File: src/rtl/quad_decoder_pkg.sv
// quad_decoder_pkg: FSM states, phase constants and the A/B step decoder shared by the quadrature decoder.
package quad_decoder_pkg;
  typedef enum logic {INIT, TRACK} state_t;
  localparam logic [1:0] PH_00 = 2'b00;
  localparam logic [1:0] PH_10 = 2'b10;
  localparam logic [1:0] PH_11 = 2'b11;
  localparam logic [1:0] PH_01 = 2'b01;
  typedef struct packed {
    logic valid;
    logic up;
    logic illegal;
  } step_t;
  // Phases are {A,B}; the up direction walks 00->10->11->01->00.
  function automatic step_t decode_step(input logic [1:0] prev, input logic [1:0] cur);
    step_t r;
    logic [1:0] nxt_up;
    nxt_up = prev == PH_00 ? PH_10 : prev == PH_10 ? PH_11 : prev == PH_11 ? PH_01 : PH_00;
    r.valid = (prev ^ cur) == 2'b01 || (prev ^ cur) == 2'b10;
    r.up = cur == nxt_up;
    r.illegal = (prev ^ cur) == 2'b11;
    return r;
  endfunction
endpackage

File: src/rtl/quad_decoder_if.sv
// quad_decoder_if: encoder pins, controls and position outputs of the quadrature decoder.
interface quad_decoder_if #(parameter int WIDTH = 16);
  logic a_in;
  logic b_in;
  logic en;
  logic clr;
  logic [WIDTH-1:0] count;
  logic dir;
  logic step;
  logic err;
  logic err_flag;
  modport master(output a_in, b_in, en, clr, input count, dir, step, err, err_flag);
  modport slave(input a_in, b_in, en, clr, output count, dir, step, err, err_flag);
endinterface

File: src/rtl/quad_decoder_filter.sv
// quad_decoder_filter: 2-flop synchroniser plus glitch filter for one encoder phase.
module quad_decoder_filter #(
  parameter int FILTER_LEN = 3
) (
  input  logic clk,
  input  logic rst,
  input  logic d,
  output logic q,
  output logic settled
);
  // settled once the synchroniser is full and FILTER_LEN samples have been judged
  localparam int SETTLE = FILTER_LEN + 2;
  localparam int CW = $clog2(SETTLE + 1);
  logic [1:0] sync;
  logic [CW-1:0] cnt;
  logic [CW-1:0] scnt;
  assign settled = scnt == CW'(SETTLE);
  always_ff @(posedge clk or negedge rst) begin
    if (!rst) begin
      sync <= '0;
      q <= 1'b0;
      cnt <= '0;
      scnt <= '0;
    end else begin
      sync <= {sync[0], d};
      scnt <= settled ? scnt : scnt + 1'b1;
      if (sync[1] == q) cnt <= '0;
      else if (cnt == CW'(FILTER_LEN - 1)) begin
        q <= sync[1];
        cnt <= '0;
      end else cnt <= cnt + 1'b1;
    end
  end
endmodule

File: src/rtl/quad_decoder.sv
// quad_decoder: x4 quadrature decoder with filtered inputs, INIT/TRACK FSM and up/down position counter.
module quad_decoder
  import quad_decoder_pkg::*;
#(
  parameter int WIDTH = 16,
  parameter int FILTER_LEN = 3
) (
  input logic clk,
  input logic rst,
  quad_decoder_if.slave bus
);
  logic fa, fb, sa, sb;
  logic [1:0] prev, cur;
  state_t state, state_d;
  step_t ds;
  logic [WIDTH-1:0] count, count_d;
  logic dir, dir_d, step, step_d, err, err_d, flag, flag_d, mv, track;
  quad_decoder_filter #(.FILTER_LEN(FILTER_LEN)) u_a (.clk(clk), .rst(rst), .d(bus.a_in), .q(fa), .settled(sa));
  quad_decoder_filter #(.FILTER_LEN(FILTER_LEN)) u_b (.clk(clk), .rst(rst), .d(bus.b_in), .q(fb), .settled(sb));
  assign cur = {fa, fb};
  assign ds = decode_step(prev, cur);
  assign track = state == TRACK;
  // prev follows cur every cycle, so the last INIT load is the settled phase
  always_comb begin
    state_d = (!track && sa && sb) ? TRACK : state;
    mv = track && ds.valid;
    dir_d = mv ? ds.up : dir;
    step_d = mv && bus.en && !bus.clr;
    err_d = track && ds.illegal;
    flag_d = !bus.clr && (flag || err_d);
    count_d = bus.clr ? '0 : step_d ? (ds.up ? count + 1'b1 : count - 1'b1) : count;
  end
  always_ff @(posedge clk or negedge rst) begin
    if (!rst) begin
      state <= INIT;
      prev <= '0;
      count <= '0;
      dir <= 1'b0;
      step <= 1'b0;
      err <= 1'b0;
      flag <= 1'b0;
    end else begin
      state <= state_d;
      prev <= cur;
      count <= count_d;
      dir <= dir_d;
      step <= step_d;
      err <= err_d;
      flag <= flag_d;
    end
  end
  assign bus.count = count;
  assign bus.dir = dir;
  assign bus.step = step;
  assign bus.err = err;
  assign bus.err_flag = flag;
endmodule

File: src/flat_wrapper.sv
// flat-port wrapper written by rule: the top's interface ports become plain ports
module quad_decoder_flat import quad_decoder_pkg::*;
#(
  parameter int WIDTH = 16,
  parameter int FILTER_LEN = 3
)
  (clk, rst, bus_a_in, bus_b_in, bus_en, bus_clr, bus_count, bus_dir, bus_step, bus_err, bus_err_flag);
  quad_decoder_if #(.WIDTH(WIDTH)) bus_i ();
  input logic clk;
  input logic rst;
  input wire logic [$bits(bus_i.a_in)-1:0] bus_a_in;
  input wire logic [$bits(bus_i.b_in)-1:0] bus_b_in;
  input wire logic [$bits(bus_i.en)-1:0] bus_en;
  input wire logic [$bits(bus_i.clr)-1:0] bus_clr;
  output wire logic [$bits(bus_i.count)-1:0] bus_count;
  output wire logic [$bits(bus_i.dir)-1:0] bus_dir;
  output wire logic [$bits(bus_i.step)-1:0] bus_step;
  output wire logic [$bits(bus_i.err)-1:0] bus_err;
  output wire logic [$bits(bus_i.err_flag)-1:0] bus_err_flag;
  assign bus_i.a_in = bus_a_in;
  assign bus_i.b_in = bus_b_in;
  assign bus_i.en = bus_en;
  assign bus_i.clr = bus_clr;
  assign bus_count = bus_i.count;
  assign bus_dir = bus_i.dir;
  assign bus_step = bus_i.step;
  assign bus_err = bus_i.err;
  assign bus_err_flag = bus_i.err_flag;
  quad_decoder #(.WIDTH(WIDTH), .FILTER_LEN(FILTER_LEN)) u_core (.clk(clk), .rst(rst), .bus(bus_i));
endmodule
File: config.mk
export PLATFORM = sky130hd
export DESIGN_NAME = quad_decoder_flat
export DESIGN_NICKNAME = d
export VERILOG_FILES = /design/src/rtl/quad_decoder_pkg.sv /design/src/rtl/quad_decoder_if.sv /design/src/rtl/quad_decoder_filter.sv /design/src/rtl/quad_decoder.sv /design/src/flat_wrapper.sv
export SDC_FILE = /design/constraint.sdc
export NUM_CORES = 1
export LEC_CHECK = 0
export ABC_AREA = 1
export BUFFER_PORTS_ARGS = -buffer_cell sky130_fd_sc_hd__buf_2
export CAP_MARGIN = 20
export CORE_UTILIZATION = 50
export DETAILED_ROUTE_END_ITERATION = 10
export PLACE_DENSITY = 0.69
export SLEW_MARGIN = 10
export SYNTH_ARGS = -nofsm -noshare
export SYNTH_HDL_FRONTEND = slang
export SYNTH_SLANG_ARGS = --single-unit
File: constraint.sdc
create_clock -name clk -period 2.4 [get_ports clk]
set_input_delay 0.24 -clock clk [delete_from_list [all_inputs] [get_ports clk]]
set_output_delay 0.24 -clock clk [all_outputs]
set_load 0.05 [all_outputs]
### After elaboration in Yosys (flattened, before gate mapping)

Cells that the tools add are included.

| storage, ports and cells | value |
|---|---|
| bits in registers | 41 |
| output and inout port bits | 20 |
| input bits | 6 |

| cells by class | value |
|---|---|
| add/sub/neg operators | 6 |
| mux-type cells | 10 |
| bitwise operators | 3 |
| reductions and logical operators | 15 |
| equality and inequality tests | 12 |

Operator list:

| kind | count |
|---|---|
| $mux 16 | 3 |
| $add 16x1->16 const B | 1 |
| $sub 16x1->16 const B | 1 |
| $add 3x1->3 const B | 4 |
| $mux 3 | 4 |
| $eq 2x2->1 const B | 4 |
| $logic_and 1x1->1 | 7 |
| $eq 3x2->1 const B | 2 |
| $eq 3x3->1 const B | 2 |
| $mux 2 | 2 |
| $reduce_and 2->1 | 2 |
| $eq 1x1->1 | 2 |
| $eq 2x1->1 const B | 1 |
| $eq 2x2->1 | 1 |
| $logic_not 1->1 | 2 |
| $logic_not 2->1 | 1 |
| $logic_or 1x1->1 | 2 |
| $not 1->1 | 2 |
| $reduce_bool 2->1 | 1 |
| $xor 2x2->2 | 1 |
| $mux 1 | 1 |

### Longest topological paths before layout

| depth | value |
|---|---|
| depth after elaboration | 8 |
| gate-level depth with buffers | 12 |

### Hierarchy

From an unflattened synthesis, not the netlist that was laid out.

| second synthesis, totals | value |
|---|---|
| cells, all modules | 345 |
| area, all modules | 2,561.2 um^2 |

Modules (own cells, without submodules):

| module | cells an instance | times used | area each (um^2) |
|---|---|---|---|
| quad_decoder | 266 | 1 | 1,786.7 |
| quad_decoder_filter at u_core.u_b | 41 | 1 | 395.4 |
| quad_decoder_filter at u_core.u_a | 38 | 1 | 379.1 |

### Least setup slack after synthesis

OpenSTA, ideal clock, no wires.

| timing path | value |
|---|---|
| path type | flip-flop to flip-flop |
| from | register u_core.u_b.q |
| to | register u_core.count[15], in the netlist u_core.bus.count[15] |
| cell stages (with the launch flop) | 12 |
| arrival time | 1.875 ns |
| period minus slack after synthesis | 1.993 ns |
| library setup time | 0.118 ns |
| slack | 0.407 ns |
| path buffers | 0 |
| cell sequence | dfrtp_1 > xnor2_1 > nand2_2 > ha_1 > nand2_1 > inv_2 > a21oi_1 > nand2_2 > nand2_1 > nand3_1 > nand3_1 > nand2_1 |

| on the way | value |
|---|---|
| longest elaborated chain between the ends | 7 |
| elaborated cells on any way between the ends | 12 |

RTL lines:

| what | line | source |
|---|---|---|
| start: declaration | quad_decoder_filter.sv:8 | `output logic q,` |
| start signal: assignment | quad_decoder_filter.sv:29 | `q <= sync[1];` |
| $xor 2x2->2 | quad_decoder_pkg.sv:18 | `r.valid = (prev ^ cur) == 2'b01 \|\| (prev ^ cur) == 2'b10;` |
| $eq 2x1->1 or $eq 2x2->1 (tied branches) | quad_decoder_pkg.sv:18 |  |
| $logic_or 1x1->1 | quad_decoder_pkg.sv:18 |  |
| $logic_and 1x1->1 | quad_decoder.sv:26 | `mv = track && ds.valid;` |
| $logic_and 1x1->1 (2 in series) | quad_decoder.sv:28 | `step_d = mv && bus.en && !bus.clr;` |
| $reduce_bool 2->1 (no source line) | - |  |
| end signal: assignment | quad_decoder.sv:45 | `count <= count_d;` |
| end: declaration | quad_decoder.sv:16 | `logic [WIDTH-1:0] count, count_d;` |

Parallel ways exist; a longest one is shown, timed or not. The select of a mux whose other input is x is not followed.
A chain may end at the register's enable or synchronous reset.

### Worst setup path after layout

| timing path | value |
|---|---|
| from | register u_core.u_a.q |
| to | register u_core.count[11], in the netlist u_core.bus.count[11] |

| on the way | value |
|---|---|
| longest elaborated chain between the ends | 7 |
| elaborated cells on any way between the ends | 12 |

RTL lines:

| what | line |
|---|---|
| start: declaration | quad_decoder_filter.sv:8 |
| start signal: assignment | quad_decoder_filter.sv:29 |
| $xor 2x2->2 | quad_decoder_pkg.sv:18 |
| $eq 2x1->1 or $eq 2x2->1 (tied branches) | quad_decoder_pkg.sv:18 |
| $logic_or 1x1->1 | quad_decoder_pkg.sv:18 |
| $logic_and 1x1->1 | quad_decoder.sv:26 |
| $logic_and 1x1->1 (2 in series) | quad_decoder.sv:28 |
| $reduce_bool 2->1 (no source line) | - |

Parallel ways exist; a longest one is shown, timed or not. The select of a mux whose other input is x is not followed.

==> summary.md <==
| Metric | Value |
|---|---|
| Wire per inst | `11.7 um` |
| Max-slew violations | `0` |
| DRC viols | `0` |
| Worst-path cell chain | `xor2_2 -> nand2_4 -> ha_1 -> nand2_1 -> inv_2 -> a21oi_1 -> nand2_2 -> nand2_1 -> nand3_1 -> nand3_1 -> nand2_1` |
| Die area | `approximately 5300 um^2` |
| Drt total wl | `around 5000 um` |
| Register area | `approximately 1000 um^2` |
| Pre-antenna DRT Iters | `4` |
| Total grt overflow | `0` |
| CP max-delay cell | `dfrtp_1` |
| Commonest cells post-synth | `nand2_1 (115), dfrtp_1 (41), inv_1 (41)` |
| Clock Latency Late Sink | `just over 0.3 ns` |
| Largest net degree at the start of global routing | `42` |
| H-tree depth | `2` |
| RSZ-0062 raised after global routing | `no` |
| Number of cell rows | `25` |
| Max-slew headroom | `39.9%` |
| Crit path capture type | `register` |
| All-Layer GR Usage | `21.5%` |
| Via count | `2095` |
| Cell area after layout | `2860 um^2` |
| Cell family with most CP delay | `simple AND/OR/NAND/NOR gates` |
| Setup CP Type | `register to register` |
| CTS tree | `built` |
| 1st-iter DRT viols | `114` |
| Cell Count, Final, Fillers Out | `423` |
| Placed cell areas | `2700 um^2` |
| Max_cap viols | `0` |
| CTS max path bufs | `2` |
| Minimum clock period | `2.18 ns` |
| Setup crit start kind | `register` |
| Vias in the first global route | `1947` |
| CP Launch Point | `u_core.u_a.q$_DFFE_PN0P_` |
| Netlist cell types | `27` |
| Post-synth EDFFs | `0` |
| CTS Sinks | `41` |
| Worst Path Required | `2.60 ns` |
| Initial antenna violation count | `0` |
| GPL Wtd Cong | `0.824` |
| Most common cell in the netlist | `nand2_1` |
| Fin crit share | `~90%` |
| Worst R2R Start | `u_core.u_a.q$_DFFE_PN0P_` |
| Hold wc startpoint | `bus_b_in` |
| Synth Register Bits | `approximately 40` |
| Synth area leader | `dfrtp_1` |
| CTS root buffer | `clkbuf_8` |
| First-pass GRT wire length | `8630 um` |
| Crit path buf inv count | `1` |
| Fill cells | `roughly 440` |
| Largest stage delay, worst path | `approximately 0.47 ns` |
| Final antenna-violating net count | `0` |
| Critical path peak fanout | `19` |
| Die height | `between 70 and 80 um` |
| Arrival time at the worst endpoint | `roughly 2.4 ns` |
| Outcome | `complete, no violations` |
| Layout cell share with drive strength beyond 1 | `13.8%` |
| Ports | `26` |
| Synth area leaders | `dfrtp_1 (41%), nand2_1 (17%), ha_1 (10%)` |
| Synth-to-Final Area Change | `13.9%` |
| Area of the multi-input gates | `1300 um^2` |
| Core area | `4790 um^2` |
| Slew @ Worst Pin | `approximately 0.90 ns` |
| Synth Net Count | `352` |
| DP Cell Count | `415` |
| TNS Setup | `0 ns` |
| Post-synth top area share | `40.9%` |
| Via-per-instance ratio | `between 4 and 5` |
| Antenna Cells | `0` |
| Initial Util | `52.4%` |
| Mean Syn Cell Area | `7.74 um^2` |
| Warning count from the yosys run | `0` |
| Max Clock Skew | `0.0130 ns` |
| Reg clk slew, reported paths | `~0.080 ns` |
| Die Width | `72.8 um` |
| Num CTS Buffers | `5` |
| Synth Instances | `roughly 320` |
| Cell Area, Synth | `2510 um^2` |
| Number of buffers added on ports | `25` |
| Final HPWL DP | `3520 um` |
| Ys flop type | `dfrtp_1` |
| Setup violations, final | `0` |
| Post-synth ARST share | `100%` |
| Fin nets | `~380` |
| Most frequent CP cell | `nand2_1` |
| Post-CTS Setup Bufs | `0` |
| Register area share after synthesis | `40.9%` |
| Fmax | `0.458 GHz` |
| Worst hold-check path type | `input port to register` |
| Final hold violation count | `0` |
==> cell families (layout without fill, tap and decap cells) <==
kind of cell,after synthesis,in the layout,share of synthesized area (%)
buffers and inverters,49,81,7.83
muxes,2,2,0.798
and+or+nand+nor,169,169,28.4
DFF,41,41,40.9
adders and majority gates,22,22,11.3
AOI/OAI and AO/OA,28,28,5.89
xor gates and xnor gates,13,13,4.84
==> cells in the final DEF, fill, tap and decap left out, types with 5 or more instances in the layout <==
| cell | instances |
|---|---|
| nor2_1 | 17 |
| buf_2 | 25 |
| nor3_1 | 7 |
| inv_1 | 41 |
| inv_2 | 6 |
| nand2_1 | 115 |
| xnor2_1 | 5 |
| ha_1 | 20 |
| dfrtp_1 | 41 |
| clkbuf_8 | 5 |
| a21oi_1 | 17 |
| o21ai_1 | 5 |
| xor2_1 | 6 |
| nand3_1 | 18 |
==> through the flow <==
step                      util, %  setup WS (ns)  hold slack, ns
after CTS                    59.4         0.0576          0.0327
after global placement       56.5          0.118           0.334
after detailed placement     56.5         0.0745           0.345
final                        59.7          0.216          0.0438
after global routing         59.7         0.0249          0.0225
after floorplan                 -          0.407         -0.0556
==> state kept, by name (all words and copies together) (netlist names), 2 cells and up <==
signal            flops
u_core.bus.count     16
u_core.prev           2
u_core.u_a.cnt        3
u_core.u_a.scnt       3
u_core.u_a.sync       2
u_core.u_b.cnt        3
u_core.u_b.scnt       3
u_core.u_b.sync       2
==> worst register-to-register path, stage by stage, from the launching register on <==
cell     delay, ns
dfrtp_1       0.47
xor2_2        0.23
nand2_4       0.20
ha_1          0.41
nand2_1       0.13
inv_2         0.04
a21oi_1       0.18
nand2_2       0.11
nand2_1       0.10
nand3_1       0.07
nand3_1       0.09
nand2_1       0.05
==> what timing repair did <==
item / 4_1_cts / 5_1_grt
setup endpoints to repair: 0 / 10
hold endpoints to repair: 0 / 0
resized for setup: 0 / 3
hold buffers: 0 / 0
==> routing by layer <==
layer  GRT usage [%]  up-vias  part of all wire (%)
met1            28.5      959                    48
met4            8.06        0                   1.6
met2            34.5       47                    46
li1                -     1081                     -
met3            4.83        8                   4.5
met5               0        -                     0
==> path summary, 6_finish.rpt <==
kind | to | slack [ns] | depth (start not counted)
worst min register to register | u_core.u_b.sync[1]$_DFF_PN0_ | 0.36 | 0
max in group asynchronous | u_core.bus.dir$_DFFE_PN0P_ | 1.77 | 1
worst max register to register | u_core.bus.count[11]$_DFFE_PN0P_ | 0.22 | 11
worst max-delay path | u_core.bus.count[11]$_DFFE_PN0P_ | 0.22 | 11
min in group asynchronous | u_core.bus.count[5]$_DFFE_PN0P_ | 0.05 | 1
worst min-delay path | u_core.u_b.sync[0]$_DFF_PN0_ | 0.04 | 1
==> area by class of cell <==
class / instances / share of cell area, %
clock buffers: 5 / 2.41
repair buffers: 26 / 4.64
flip-flops and latches: 41 / 35.9
clock inverters: 3 / 2.41
multi-input cells: 234 / 45.5
well taps: 67 / 2.93
inverters: 47 / 6.18
Power is not shown: default switching activity piles up to over one toggle a cycle in this logic, so the estimate is an artifact.
